==> src/rtl/sram_ctrl_pkg.sv <==
// Shared defaults and helpers for the SRAM read/write master and its response buffer.
//   DefDataWidth / DefAddrWidth : SRAM word and address widths
//   DefRspDepth                 : read-response buffer entries
package sram_ctrl_pkg;

  localparam int unsigned DefDataWidth = 2;
  localparam int unsigned DefAddrWidth = 4;
  localparam int unsigned DefRspDepth  = 3;

  // Pointer width for a buffer of `depth` entries; a 1-entry buffer still needs a 1-bit pointer.
  function automatic int unsigned ptr_width(input int unsigned depth);
    return (depth > 1) ? $clog2(depth) : 1;
  endfunction

endpackage

==> src/rtl/sram_rsp_fifo.sv <==
// Read-response FIFO for sram_rw_master.
//   clk_i, rst_i : clock, synchronous active-high reset (empties the buffer)
//   push_i       : write wdata_i (ignored when full)
//   pop_i        : drop the head entry (ignored when empty)
//   rdata_o      : head entry, stable until popped
//   full_o       : all Depth entries occupied
//   empty_o      : no entries
module sram_rsp_fifo
  import sram_ctrl_pkg::*;
#(
  parameter int unsigned Width = DefDataWidth,
  parameter int unsigned Depth = DefRspDepth
) (
  input  logic             clk_i,
  input  logic             rst_i,
  input  logic             push_i,
  input  logic [Width-1:0] wdata_i,
  input  logic             pop_i,
  output logic [Width-1:0] rdata_o,
  output logic             full_o,
  output logic             empty_o
);

  localparam int unsigned PtrW = ptr_width(Depth);
  localparam int unsigned CntW = $clog2(Depth + 1);

  logic [Width-1:0] mem_q [Depth];
  logic [PtrW-1:0]  wr_ptr_q, wr_ptr_d;
  logic [PtrW-1:0]  rd_ptr_q, rd_ptr_d;
  logic [CntW-1:0]  cnt_q, cnt_d;
  logic             push_ok, pop_ok;

  // Pointers wrap modulo Depth, which need not be a power of two.
  function automatic logic [PtrW-1:0] ptr_inc(input logic [PtrW-1:0] p);
    return (p == PtrW'(Depth - 1)) ? '0 : p + PtrW'(1);
  endfunction

  always_comb begin
    full_o   = (cnt_q == CntW'(Depth));
    empty_o  = (cnt_q == '0);
    push_ok  = push_i && !full_o;
    pop_ok   = pop_i && !empty_o;
    rdata_o  = mem_q[rd_ptr_q];
    wr_ptr_d = push_ok ? ptr_inc(wr_ptr_q) : wr_ptr_q;
    rd_ptr_d = pop_ok ? ptr_inc(rd_ptr_q) : rd_ptr_q;
    cnt_d    = cnt_q;
    unique case ({push_ok, pop_ok})
      2'b10:   cnt_d = cnt_q + CntW'(1);
      2'b01:   cnt_d = cnt_q - CntW'(1);
      default: cnt_d = cnt_q;
    endcase
  end

  always_ff @(posedge clk_i) begin
    if (rst_i) begin
      wr_ptr_q <= '0;
      rd_ptr_q <= '0;
      cnt_q    <= '0;
    end else begin
      wr_ptr_q <= wr_ptr_d;
      rd_ptr_q <= rd_ptr_d;
      cnt_q    <= cnt_d;
    end
  end

  // Storage needs no reset: occupancy is tracked by cnt_q.
  always_ff @(posedge clk_i) begin
    if (push_ok && !rst_i) begin
      mem_q[wr_ptr_q] <= wdata_i;
    end
  end

endmodule

==> src/rtl/sram_rw_master.sv <==
// Request/response master for a single-port synchronous SRAM macro (1-cycle read latency).
//   clk0, rst0                                  : clock shared with the SRAM, sync active-high reset
//   req_valid/req_ready/req_we/req_addr/req_wdata : request channel (write or read)
//   rsp_valid/rsp_ready/rsp_rdata                 : read responses, in request order
//   csb0/web0/addr0/din0                          : registered SRAM control (active-low csb0/web0)
//   dout0                                         : SRAM read data
// A read accepted at edge N is presented to the SRAM during N..N+1, and dout0 is captured into
// the response FIFO at edge N+2. Reads in flight are tracked by a 2-stage tag shift.
module sram_rw_master
  import sram_ctrl_pkg::*;
#(
  parameter int unsigned DATA_WIDTH = DefDataWidth,
  parameter int unsigned ADDR_WIDTH = DefAddrWidth,
  parameter int unsigned RSP_DEPTH  = DefRspDepth
) (
  input  logic                  clk0,
  input  logic                  rst0,
  input  logic                  req_valid,
  output logic                  req_ready,
  input  logic                  req_we,
  input  logic [ADDR_WIDTH-1:0] req_addr,
  input  logic [DATA_WIDTH-1:0] req_wdata,
  output logic                  rsp_valid,
  input  logic                  rsp_ready,
  output logic [DATA_WIDTH-1:0] rsp_rdata,
  output logic                  csb0,
  output logic                  web0,
  output logic [ADDR_WIDTH-1:0] addr0,
  output logic [DATA_WIDTH-1:0] din0,
  input  logic [DATA_WIDTH-1:0] dout0
);

  localparam int unsigned CntW = $clog2(RSP_DEPTH + 1);

  logic                  csb0_q, csb0_d;
  logic                  web0_q, web0_d;
  logic [ADDR_WIDTH-1:0] addr0_q, addr0_d;
  logic [DATA_WIDTH-1:0] din0_q, din0_d;
  logic                  tag_issue_q, tag_issue_d;
  logic                  tag_cap_q, tag_cap_d;
  logic [CntW-1:0]       cnt_q, cnt_d;

  logic accept, rd_accept, pop, fifo_empty, fifo_full_unused;

  always_comb begin
    // Outstanding reads never exceed the FIFO depth, so a capture always finds room.
    req_ready   = !rst0 && (cnt_q < CntW'(RSP_DEPTH));
    accept      = req_valid && req_ready;
    rd_accept   = accept && !req_we;
    rsp_valid   = !rst0 && !fifo_empty;
    pop         = rsp_valid && rsp_ready;

    csb0_d      = !accept;
    web0_d      = accept ? !req_we : 1'b1;
    addr0_d     = accept ? req_addr : addr0_q;
    din0_d      = accept ? req_wdata : din0_q;

    tag_issue_d = rd_accept;
    tag_cap_d   = tag_issue_q;

    cnt_d       = cnt_q;
    unique case ({rd_accept, pop})
      2'b10:   cnt_d = cnt_q + CntW'(1);
      2'b01:   cnt_d = cnt_q - CntW'(1);
      default: cnt_d = cnt_q;
    endcase
  end

  always_ff @(posedge clk0) begin
    if (rst0) begin
      csb0_q      <= 1'b1;
      web0_q      <= 1'b1;
      addr0_q     <= '0;
      din0_q      <= '0;
      tag_issue_q <= 1'b0;
      tag_cap_q   <= 1'b0;
      cnt_q       <= '0;
    end else begin
      csb0_q      <= csb0_d;
      web0_q      <= web0_d;
      addr0_q     <= addr0_d;
      din0_q      <= din0_d;
      tag_issue_q <= tag_issue_d;
      tag_cap_q   <= tag_cap_d;
      cnt_q       <= cnt_d;
    end
  end

  assign csb0  = csb0_q;
  assign web0  = web0_q;
  assign addr0 = addr0_q;
  assign din0  = din0_q;

  // tag_cap_q marks the edge at which dout0 holds data for a read issued two edges earlier.
  sram_rsp_fifo #(
    .Width (DATA_WIDTH),
    .Depth (RSP_DEPTH)
  ) u_rsp_fifo (
    .clk_i   (clk0),
    .rst_i   (rst0),
    .push_i  (tag_cap_q),
    .wdata_i (dout0),
    .pop_i   (pop),
    .rdata_o (rsp_rdata),
    .full_o  (fifo_full_unused),
    .empty_o (fifo_empty)
  );

endmodule

==> config.mk <==
export PLATFORM = sky130hd
export DESIGN_NAME = sram_rw_master
export DESIGN_NICKNAME = d
export VERILOG_FILES = /design/src/rtl/sram_ctrl_pkg.sv /design/src/rtl/sram_rsp_fifo.sv /design/src/rtl/sram_rw_master.sv
export SDC_FILE = /design/constraint.sdc
export NUM_CORES = 1
export LEC_CHECK = 0
export BUFFER_PORTS_ARGS = -buffer_cell sky130_fd_sc_hd__buf_2
export CELL_PAD_IN_SITES_DETAIL_PLACEMENT = 1
export CELL_PAD_IN_SITES_GLOBAL_PLACEMENT = 2
export CORE_AREA = 3 3 93 51
export CTS_BUF_LIST = sky130_fd_sc_hd__clkbuf_4 sky130_fd_sc_hd__clkbuf_8 sky130_fd_sc_hd__clkbuf_16
export CTS_CLUSTER_DIAMETER = 80
export DETAILED_ROUTE_END_ITERATION = 6
export DIE_AREA = 0 0 96 54
export PLACE_DENSITY_LB_ADDON = 0.25
export RECOVER_POWER = 100
export SLEW_MARGIN = 40
export SYNTH_ARGS = -nofsm -noshare
export SYNTH_HDL_FRONTEND = slang
export SYNTH_SLANG_ARGS = --single-unit
==> constraint.sdc <==
create_clock -name clk0 -period 2.08 [get_ports clk0]
set_clock_uncertainty 0.2 [all_clocks]
set_input_delay 0.104 -clock clk0 [delete_from_list [all_inputs] [get_ports clk0]]
set_output_delay 0.104 -clock clk0 [all_outputs]
set_load 0.1 [all_outputs]
==> results of run 1 <==
==> sequential cells by signal, summed over array words and instances (netlist names), named ones only <==
register             flops
addr0                    4
cnt_q                    2
u_rsp_fifo.rd_ptr_q      2
tag_cap_d                1
u_rsp_fifo.mem_q         6
web0                     1
din0                     2
tag_cap_q                1
u_rsp_fifo.cnt_q         2
u_rsp_fifo.wr_ptr_q      2
csb0                     1
==> power by group through the flow <==
stage | clock network, W | registers (W) | logic, W
floorplan | 0 | 0.000620 | 0.0000745
global placement | 0 | 0.000558 | 0.000173
detailed placement | 0 | 0.000558 | 0.000175
CTS | 0.000320 | 0.000547 | 0.000192
global route | 0.000340 | 0.000550 | 0.000206
finish | 0.000304 | 0.000547 | 0.000193
==> worst max-delay path: stages <==
cell           delay, ps
dlygate4sd3_1        560
buf_6                150
a21oi_4              140
nand2_2               80
or2_4                240
ha_4                 160
xnor2_1              130
or3_1                310
a21oi_1              140
==> path summary, 6_finish.rpt <==
kind	end	slack [ps]	depth (start not counted)
worst max-delay path	cnt_q[1]	80	9
worst max register to register	cnt_q[1]	210	7
worst min register to register	tag_cap_q	250	1
worst min-delay path	register	30	4
==> area by class of cell <==
cell class,instances,area [µm²]
timing repair buffer,38,259
multi-input combinational,61,452
clock buffer,4,48.8
sequential,26,589
tap,54,67.6
fill,436,2480
inverter,1,3.75
==> per-layer routing <==
metal | vias to the layer above | global-route usage
met5 | - | 0
met4 | 0 | 0.0283
met3 | 2 | 0.0293
met2 | 15 | 0.162
met1 | 344 | 0.0986
li1 | 386 | -
==> cells by family after synthesis <==
family / Yosys count
AOI/OAI and AO/OA: 12
DFF: 26
and+or+nand+nor: 33
muxes: 10
xor gates and xnor gates: 4
adders and majority gates: 2
buffers and inverters: 3
==> cell usage in the layout, fill, tap and decap left out, types with 2 or more instances in the layout <==
cell type,Yosys,final
dfxtp_4,0,2
a21boi_2,2,2
mux2i_1,10,10
clkbuf_1,2,2
o21ai_0,4,2
buf_2,0,21
clkbuf_8,0,3
ha_4,0,2
edfxtp_1,6,6
o21ai_1,1,3
or3_1,3,3
dfxtp_1,20,17
a21oi_1,5,4
nor2_1,14,12
nor2b_1,3,3
xnor2_1,2,2
buf_4,0,2
nor2_4,0,2
nand2_1,5,4
dlygate4sd3_1,0,12
xor2_1,2,2
==> what timing repair did <==
action                                 4_1_cts  5_1_grt
gates resized for setup                      0        3
endpoints found under the hold margin       20        0
hold buffers                                12        0
setup endpoints to repair                    0        1
buffers inserted                             0        1
==> stage by stage <==
step           instance area, µm²  worst slack [ps]  std cells  setup TNS (ps)
2_1_floorplan                1050              -204         90            -211
3_3_place_gp                 1240               271        167               0
3_5_place_dp                 1240               212        167               0
4_1_cts                      1410              40.7        183               0
5_1_grt                      1420             -15.4        184           -15.4
6_report                     1420              83.8        184               0
==> impl_metrics.env, run 1 <==
export IMPL_p_comb_frac=0.185
export IMPL_synth_top_family_by_area="simple AND/OR/NAND/NOR gates"
export IMPL_wl_per_cell_um=11.4
export IMPL_grt_overflow_total=0
export IMPL_die_w_um=96
export IMPL_fin_util=0.364
export IMPL_power_per_cell_area_mw_per_mm2=735
export IMPL_ir_worst_vdd_mv=0.242
export IMPL_min_period_over_period=0.960
export IMPL_worstMarginPinSlew_ps=496
export IMPL_grt_pass1_vias=778
export IMPL_synth_area_mux_share=0.102
export IMPL_max_slew_margin=0.672
export IMPL_synthAdderAreaFrac=0.0254
export IMPL_synth_xor_area_frac=0.0356
export IMPL_p_switching_w=0.000301
export IMPL_wl_met3_um=75
export IMPL_grt_max_degree=15
export IMPL_start_util=0.252
export IMPL_yosysMostFrequentCell="dfxtp_1"
export IMPL_clkTransAtPathRegs_ps=90
export IMPL_port_buffers=24
export IMPL_drt_iter0_drc=11
export IMPL_cp_max_fo=7
export IMPL_clock_path_buffers=2
export IMPL_drt_pass1_iter_count=2
export IMPL_gp_congestion=0.630
export IMPL_cts_max_level=1
export IMPL_p_leak_nw=0.547
export IMPL_synth_nets=105
export IMPL_synthSimpleGateAreaFrac=0.163
export IMPL_max_freq_ghz=0.501
export IMPL_die_height_um=54
export IMPL_clkLatencyLatePin_ps=270
export IMPL_fp_coreArea_mm2=0.00390
export IMPL_vias=747
export IMPL_switching_share=0.288
export IMPL_rows=16
export IMPL_hold_viol_final=0
export IMPL_grt_antenna_before_repair=0
export IMPL_antenna_left=0
export IMPL_cts_root_buf="clkbuf_8"
export IMPL_antenna_cells=0
export IMPL_synth_seq_cells=26
export IMPL_num_nets_final=146
export IMPL_yosysTopAreaCell="dfxtp_1"
export IMPL_clkPwrFrac=0.292
export IMPL_reg2reg_from="cnt_q[1]"
export IMPL_holdWs_ps=33.6
export IMPL_path_class="input port to register"
export IMPL_ios=25
export IMPL_ys_flop_type="dfxtp_1"
export IMPL_grt_pass1_wl_um=3370
export IMPL_wl_met1_um=974
export IMPL_numCtsBuffers=3
export IMPL_synth_cell_types=23
export IMPL_yosysWarningCount=0
export IMPL_drive_above_1_share=0.315
export IMPL_min_from="rsp_ready"
export IMPL_area_growth_pct=44.2
export IMPL_status="completed"
export IMPL_required_ps=2090
export IMPL_die_area_mm2=0.00518
export IMPL_synth_top_area_frac=0.407
export IMPL_startpoint_type="input port"
export IMPL_finalSetupViolCount=0
export IMPL_intPower_w=0.000743
export IMPL_cts_sinks=26
export IMPL_cp_arrival_ps=2000
export IMPL_grtUsageTotal=0.0886
export IMPL_slew_viol_final=0
export IMPL_seq_power_share=0.524
export IMPL_synth_common_cells="20 x dfxtp_1, 14 x nor2_1, 10 x mux2i_1"
export IMPL_place_hpwl_um=1480
export IMPL_wl_met2_um=1030
export IMPL_total_power_w=0.00104
export IMPL_period_needed_ps=2000
export IMPL_synth_edff_count=6
export IMPL_top_layer="met4"
export IMPL_startpoint="rst0"
export IMPL_avgViaCountPerCell=4.06
export IMPL_synth_seq_area_share=0.590
export IMPL_synth_async_sr_flop_share=0
export IMPL_hp_class="input port to register"
export IMPL_avgSynthCellArea_um2=10.9
export IMPL_cts_tree="yes"
export IMPL_drt_total_wl_um=2090
export IMPL_cap_viol_max_count=0
export IMPL_yosys_top_cells_area="dfxtp_1 41%, edfxtp_1 18%, mux2i_1 10%, nor2_1 5.3%, a21oi_1 2.5%"
export IMPL_syn_area_um2=985
export IMPL_end_kind="register"
export IMPL_synth_compound_area_share=0.0737
export IMPL_synthCells=90
export IMPL_drc=0
Power figures use the tool's default switching activity.
==> run 2, diff against run 1 <==
SYNTH_HIERARCHICAL = 1   (was not set)
==> run 2 against run 1 <==
Effect of this change: non-clock buffer count increased by 1; largest power group unchanged; die area did not move; worst hold slack got worse by 24 ps; routed wire length shrank 1.1%; critical endpoint unchanged; area after synthesis decreased by 0.13%; final cell count is 1.1% higher; highest routed layer is now met3.
==> impl_metrics.env, run 2 <==
export IMPL_cts_setup_buffers=0
export IMPL_die_area_mm2=0.00518
export IMPL_port_buffers=24
export IMPL_grt_pass1_vias=780
export IMPL_rows=16
export IMPL_avgViaCountPerCell=4.08
export IMPL_min_period_over_period=0.916
export IMPL_status="completed"
export IMPL_numCtsBuffers=3
export IMPL_layout_common_cells="18 x dfxtp_1, 13 x nor2_1, 13 x dlygate4sd3_1"
export IMPL_synth_nets=105
export IMPL_worstMarginPinSlew_ps=1170
export IMPL_grt_overflow_total=0
export IMPL_hp_class="input port to register"
export IMPL_grt_pass1_wl_um=3600
export IMPL_p_leak_nw=0.511
export IMPL_final_common_cell="dfxtp_1"
export IMPL_ios=25
export IMPL_avgSynthCellArea_um2=10.9
export IMPL_cp_arrival_ps=1910
export IMPL_yosysWarningCount=6
export IMPL_syn_area_um2=983
export IMPL_rrSetupSlack_ps=180
export IMPL_grt_antenna_before_repair=0
export IMPL_antenna_left=0
export IMPL_num_nets_final=148
export IMPL_synthCells=90
export IMPL_start_util=0.252
export IMPL_startpoint="cnt_q[0]"
export IMPL_endpoint="cnt_q[1]"
export IMPL_area_growth_pct=42.4
export IMPL_fin_area_mm2=0.00140
export IMPL_cts_max_level=1
export IMPL_clkLatencyLatePin_ps=270
export IMPL_fp_coreArea_mm2=0.00390
export IMPL_place_hpwl_um=1470
export IMPL_cp_max_fo=4
export IMPL_slew_viol_final=0
export IMPL_cts_root_buf="clkbuf_8"
export IMPL_power_per_cell_area_mw_per_mm2=710
export IMPL_drive_above_1_share=0.205
export IMPL_top_register="u_rsp_fifo/mem_q"
export IMPL_drt_iter0_drc=10
export IMPL_grt_max_degree=15
export IMPL_hold_viol_final=0
export IMPL_drt_pass1_iter_count=3
export IMPL_cts_resized=0
export IMPL_die_height_um=54
export IMPL_required_ps=2080
export IMPL_max_freq_ghz=0.525
export IMPL_clkTransAtPathRegs_ps=90
export IMPL_drc=0
export IMPL_largest_reg_flops=6
export IMPL_path_class="register to register"
export IMPL_grtUsageTotal=0.0916
export IMPL_cts_sinks=26
export IMPL_r2r_cells=6
export IMPL_max_slew_margin=0.225
export IMPL_reg2reg_from="cnt_q[0]"
export IMPL_period_needed_ps=1900
export IMPL_die_w_um=96
export IMPL_rsz0062_at_grt="no"
export IMPL_startpoint_type="register"
export IMPL_end_kind="register"
export IMPL_r2r_end="cnt_q[1]"
export IMPL_finalSetupViolCount=0
export IMPL_wl_per_cell_um=11.1
export IMPL_clock_path_buffers=2
export IMPL_cap_viol_max_count=0
export IMPL_place_area_mm2=0.00126
export IMPL_vias=758
export IMPL_antenna_cells=0
export IMPL_ir_worst_vdd_mv=0.284
export IMPL_gp_congestion=0.669
export IMPL_total_power_w=0.000994
export IMPL_cts_tree="yes"
export IMPL_drt_total_wl_um=2070
## run 2: power by group
| group | switching [W] | total, W | internal [W] |
|---|---|---|---|
| Clock | 0.000158 | 0.000290 | 0.000132 |
| Sequential | 0.0000108 | 0.000539 | 0.000528 |
| Combinational | 0.000116 | 0.000165 | 0.0000489 |
## run 2: final cells by class
cell class | instances | area [µm²]
clock buffers | 3 | 41.3
inverters | 2 | 7.51
multi-input cells | 61 | 444
repair buffers | 39 | 248
well taps | 54 | 67.6
fillers | 470 | 2500
flip-flops and latches | 26 | 588
clock inverters | 1 | 3.75
## run 2: critical path: stages, from the launching register on
cell     delay [ps]
dfxtp_1         380
a21oi_4         180
nand2_1          90
or2_4           240
ha_4            240
or3_1           360
a21oi_1         140
## run 2: worst min-delay path by stage
| stage | start | endpoint | slack [ps] | cells past startpoint |
|---|---|---|---|---|
| 6_report | rst0 | register | 10 | 2 |
| 3_5_place_dp | req_we | tag_cap_d | 110 | 2 |
| 5_1_grt | rst0 | u_rsp_fifo/rd_ptr_q[0] | 8 | 2 |
| 2_1_floorplan | rst0 | u_rsp_fifo/cnt_q[1] | -40 | 1 |
| 3_3_place_gp | req_we | tag_cap_d | 110 | 2 |
| 4_1_cts | rst0 | u_rsp_fifo/rd_ptr_q[0] | 9 | 2 |
## run 2: per-stage QoR
| stage | hold slack, ps | setup WS [ps] | TNS [ps] | utilization | std cells |
|---|---|---|---|---|---|
| 5_1_grt | 8.32 | 65.2 | 0 | 0.359 | 186 |
| 2_1_floorplan | -36.6 | -222 | -386 | - | 90 |
| 3_5_place_dp | 114 | 237 | 0 | 0.322 | 169 |
| 4_1_cts | 8.68 | 199 | 0 | 0.367 | 186 |
| 6_report | 9.52 | 175 | 0 | 0.359 | 186 |
| 3_3_place_gp | 110 | 259 | 0 | 0.322 | 169 |
## run 2: routing by layer
metal / part of all wire / global-route usage / wire length (µm)
met1: 0.45 / 0.107 / 926
met5: 0 / 0 / 0
met4: 0 / 0 / 0
met3: 0.053 / 0.0419 / 109
met2: 0.50 / 0.166 / 1030
## run 2: timing repair
| action | in CTS | in global routing |
|---|---|---|
| hold buffers | 13 | 0 |
| endpoints found under the hold margin | 17 | 0 |
| endpoints found under the setup margin | 0 | 0 |
==> run 3, diff against run 2 <==
HOLD_SLACK_MARGIN = 0.12   (was not set)
SYNTH_HIERARCHICAL = not set   (was 1)
==> run 3 against run 2 <==
Effect of this change: clock power up 5%; critical path depth is 3 higher; first-iteration DRC count unchanged; die area did not move; worst hold slack gained 240 ps; sequential power grew 1%; worst setup slack lost 91 ps; critical path type is now input port to register; highest routed layer is now met4.
==> impl_metrics.env, run 3 (synthesis gave the netlist of run 1 again) <==
export IMPL_fin_util=0.361
export IMPL_status="completed"
export IMPL_cts_root_buf="clkbuf_8"
export IMPL_grt_max_degree=15
export IMPL_grtUsageTotal=0.0889
export IMPL_vias=749
export IMPL_hp_class="register to register"
export IMPL_dp_slack_ps=212
export IMPL_cts_tree="yes"
export IMPL_p_leak_nw=0.522
export IMPL_cts_max_level=1
export IMPL_drc=0
export IMPL_gp_congestion=0.630
export IMPL_wl_per_cell_um=11.3
export IMPL_power_per_cell_area_mw_per_mm2=740
export IMPL_cp_slowest_cell="dlygate4sd3_1"
export IMPL_period_needed_ps=2000
export IMPL_cp_max_fo=7
export IMPL_drt_pass1_iter_count=2
export IMPL_cp_num_buf_inv=2
export IMPL_ios=25
export IMPL_top_register="u_rsp_fifo.mem_q"
export IMPL_drt_total_wl_um=2100
export IMPL_die_w_um=96
export IMPL_cp_depth=9
export IMPL_fp_coreArea_mm2=0.00390
export IMPL_path_cells="dlygate4sd3_1 -> buf_6 -> a21oi_4 -> nand2_2 -> or2_4 -> ha_4 -> xnor2_1 -> or3_1 -> a21oi_1"
export IMPL_die_area_mm2=0.00518
export IMPL_max_freq_ghz=0.501
export IMPL_grt_pass1_wl_um=3390
export IMPL_cts_sinks=26
export IMPL_layout_common_cells="18 x dfxtp_1, 14 x dlygate4sd3_1, 12 x nor2_1, 12 x buf_2, 11 x clkbuf_1"
export IMPL_cpPeakStageDelay_ps=560
export IMPL_required_ps=2090
export IMPL_end_kind="register"
export IMPL_die_height_um=54
export IMPL_hold_viol_final=0
export IMPL_grt_pass1_vias=781
export IMPL_avgViaCountPerCell=4.03
export IMPL_place_hpwl_um=1480
export IMPL_clkLatencyLatePin_ps=270
export IMPL_hold_path_depth=1
export IMPL_holdWs_ps=250
export IMPL_r2r_cells=7
export IMPL_max_slew_margin=0.210
export IMPL_place_area_mm2=0.00124
export IMPL_antenna_cells=0
export IMPL_num_nets_final=148
export IMPL_min_period_over_period=0.959
export IMPL_grt_antenna_before_repair=0
export IMPL_fin_area_mm2=0.00141
export IMPL_final_common_cell="dfxtp_1"
export IMPL_finalSetupViolCount=0
export IMPL_ir_worst_vdd_mv=0.241
export IMPL_port_buffers=24
export IMPL_cp_arrival_ps=2000
export IMPL_clock_path_buffers=2
export IMPL_setup_slack_ps=84.3
export IMPL_antenna_left=0
export IMPL_numCtsBuffers=3
export IMPL_clkTransAtPathRegs_ps=90
export IMPL_start_util=0.252
export IMPL_rows=16
export IMPL_drt_iter0_drc=10
export IMPL_largest_reg_flops=6
export IMPL_worstMarginPinSlew_ps=1190
export IMPL_area_growth_pct=43.1
export IMPL_grt_overflow_total=0
export IMPL_path_class="input port to register"
export IMPL_drive_above_1_share=0.220
export IMPL_path_delay_family="buffers and inverters"
export IMPL_startpoint_type="input port"
export IMPL_slew_viol_final=0
export IMPL_cap_viol_max_count=0
run 3: layout make-up:
class,count,area (µm²)
Fill cell,444,2490
Multi-Input combinational cell,61,435
Clock buffer,4,48.8
Inverter,1,3.75
Tap cell,54,67.6
Timing Repair Buffer,40,268
Sequential cell,26,586
run 3: worst paths after layout:
check	start	end	slack, ps
setup / recovery	rst0	cnt_q[1]	80
hold / removal	tag_cap_d	tag_cap_q	250
setup reg to reg	cnt_q[1]	cnt_q[1]	220
hold reg to reg	tag_cap_d	tag_cap_q	250
run 3: what timing repair did:
action	in CTS	in global routing
endpoints found under the setup margin	0	1
hold endpoints to repair	20	0
hold buffers	14	0
setup buffers	0	1
resized for setup	0	3
run 3: metal layers:
metal	GRT usage	vias up	part of all wire
li1	-	388	-
met1	0.0994	344	0.46
met2	0.162	15	0.50
met4	0.0283	0	0.0048
met5	0	-	0
met3	0.0293	2	0.043
run 3: per-stage QoR:
stage / cells / power, W / setup TNS, ps
finish: 186 / 0.00104 / 0
global route: 186 / 0.00109 / -15.0
CTS: 185 / 0.00106 / 0
detailed placement: 167 / 0.000733 / 0
global placement: 167 / 0.000731 / 0
floorplan: 90 / 0.000695 / -211
run 3: power by group:
group	switching (W)	total [W]	internal, W
registers	0.0000144	0.000547	0.000532
logic	0.000132	0.000191	0.0000592
clock network	0.000154	0.000304	0.000150
total	0.000300	0.00104	0.000742
run 3: worst reg2reg max path, stage by stage (launching register included):
cell     delay, ps
dfxtp_1        370
a21oi_4        190
nand2_2         80
or2_4          240
ha_4           160
xnor2_1        130
or3_1          310
a21oi_1        140
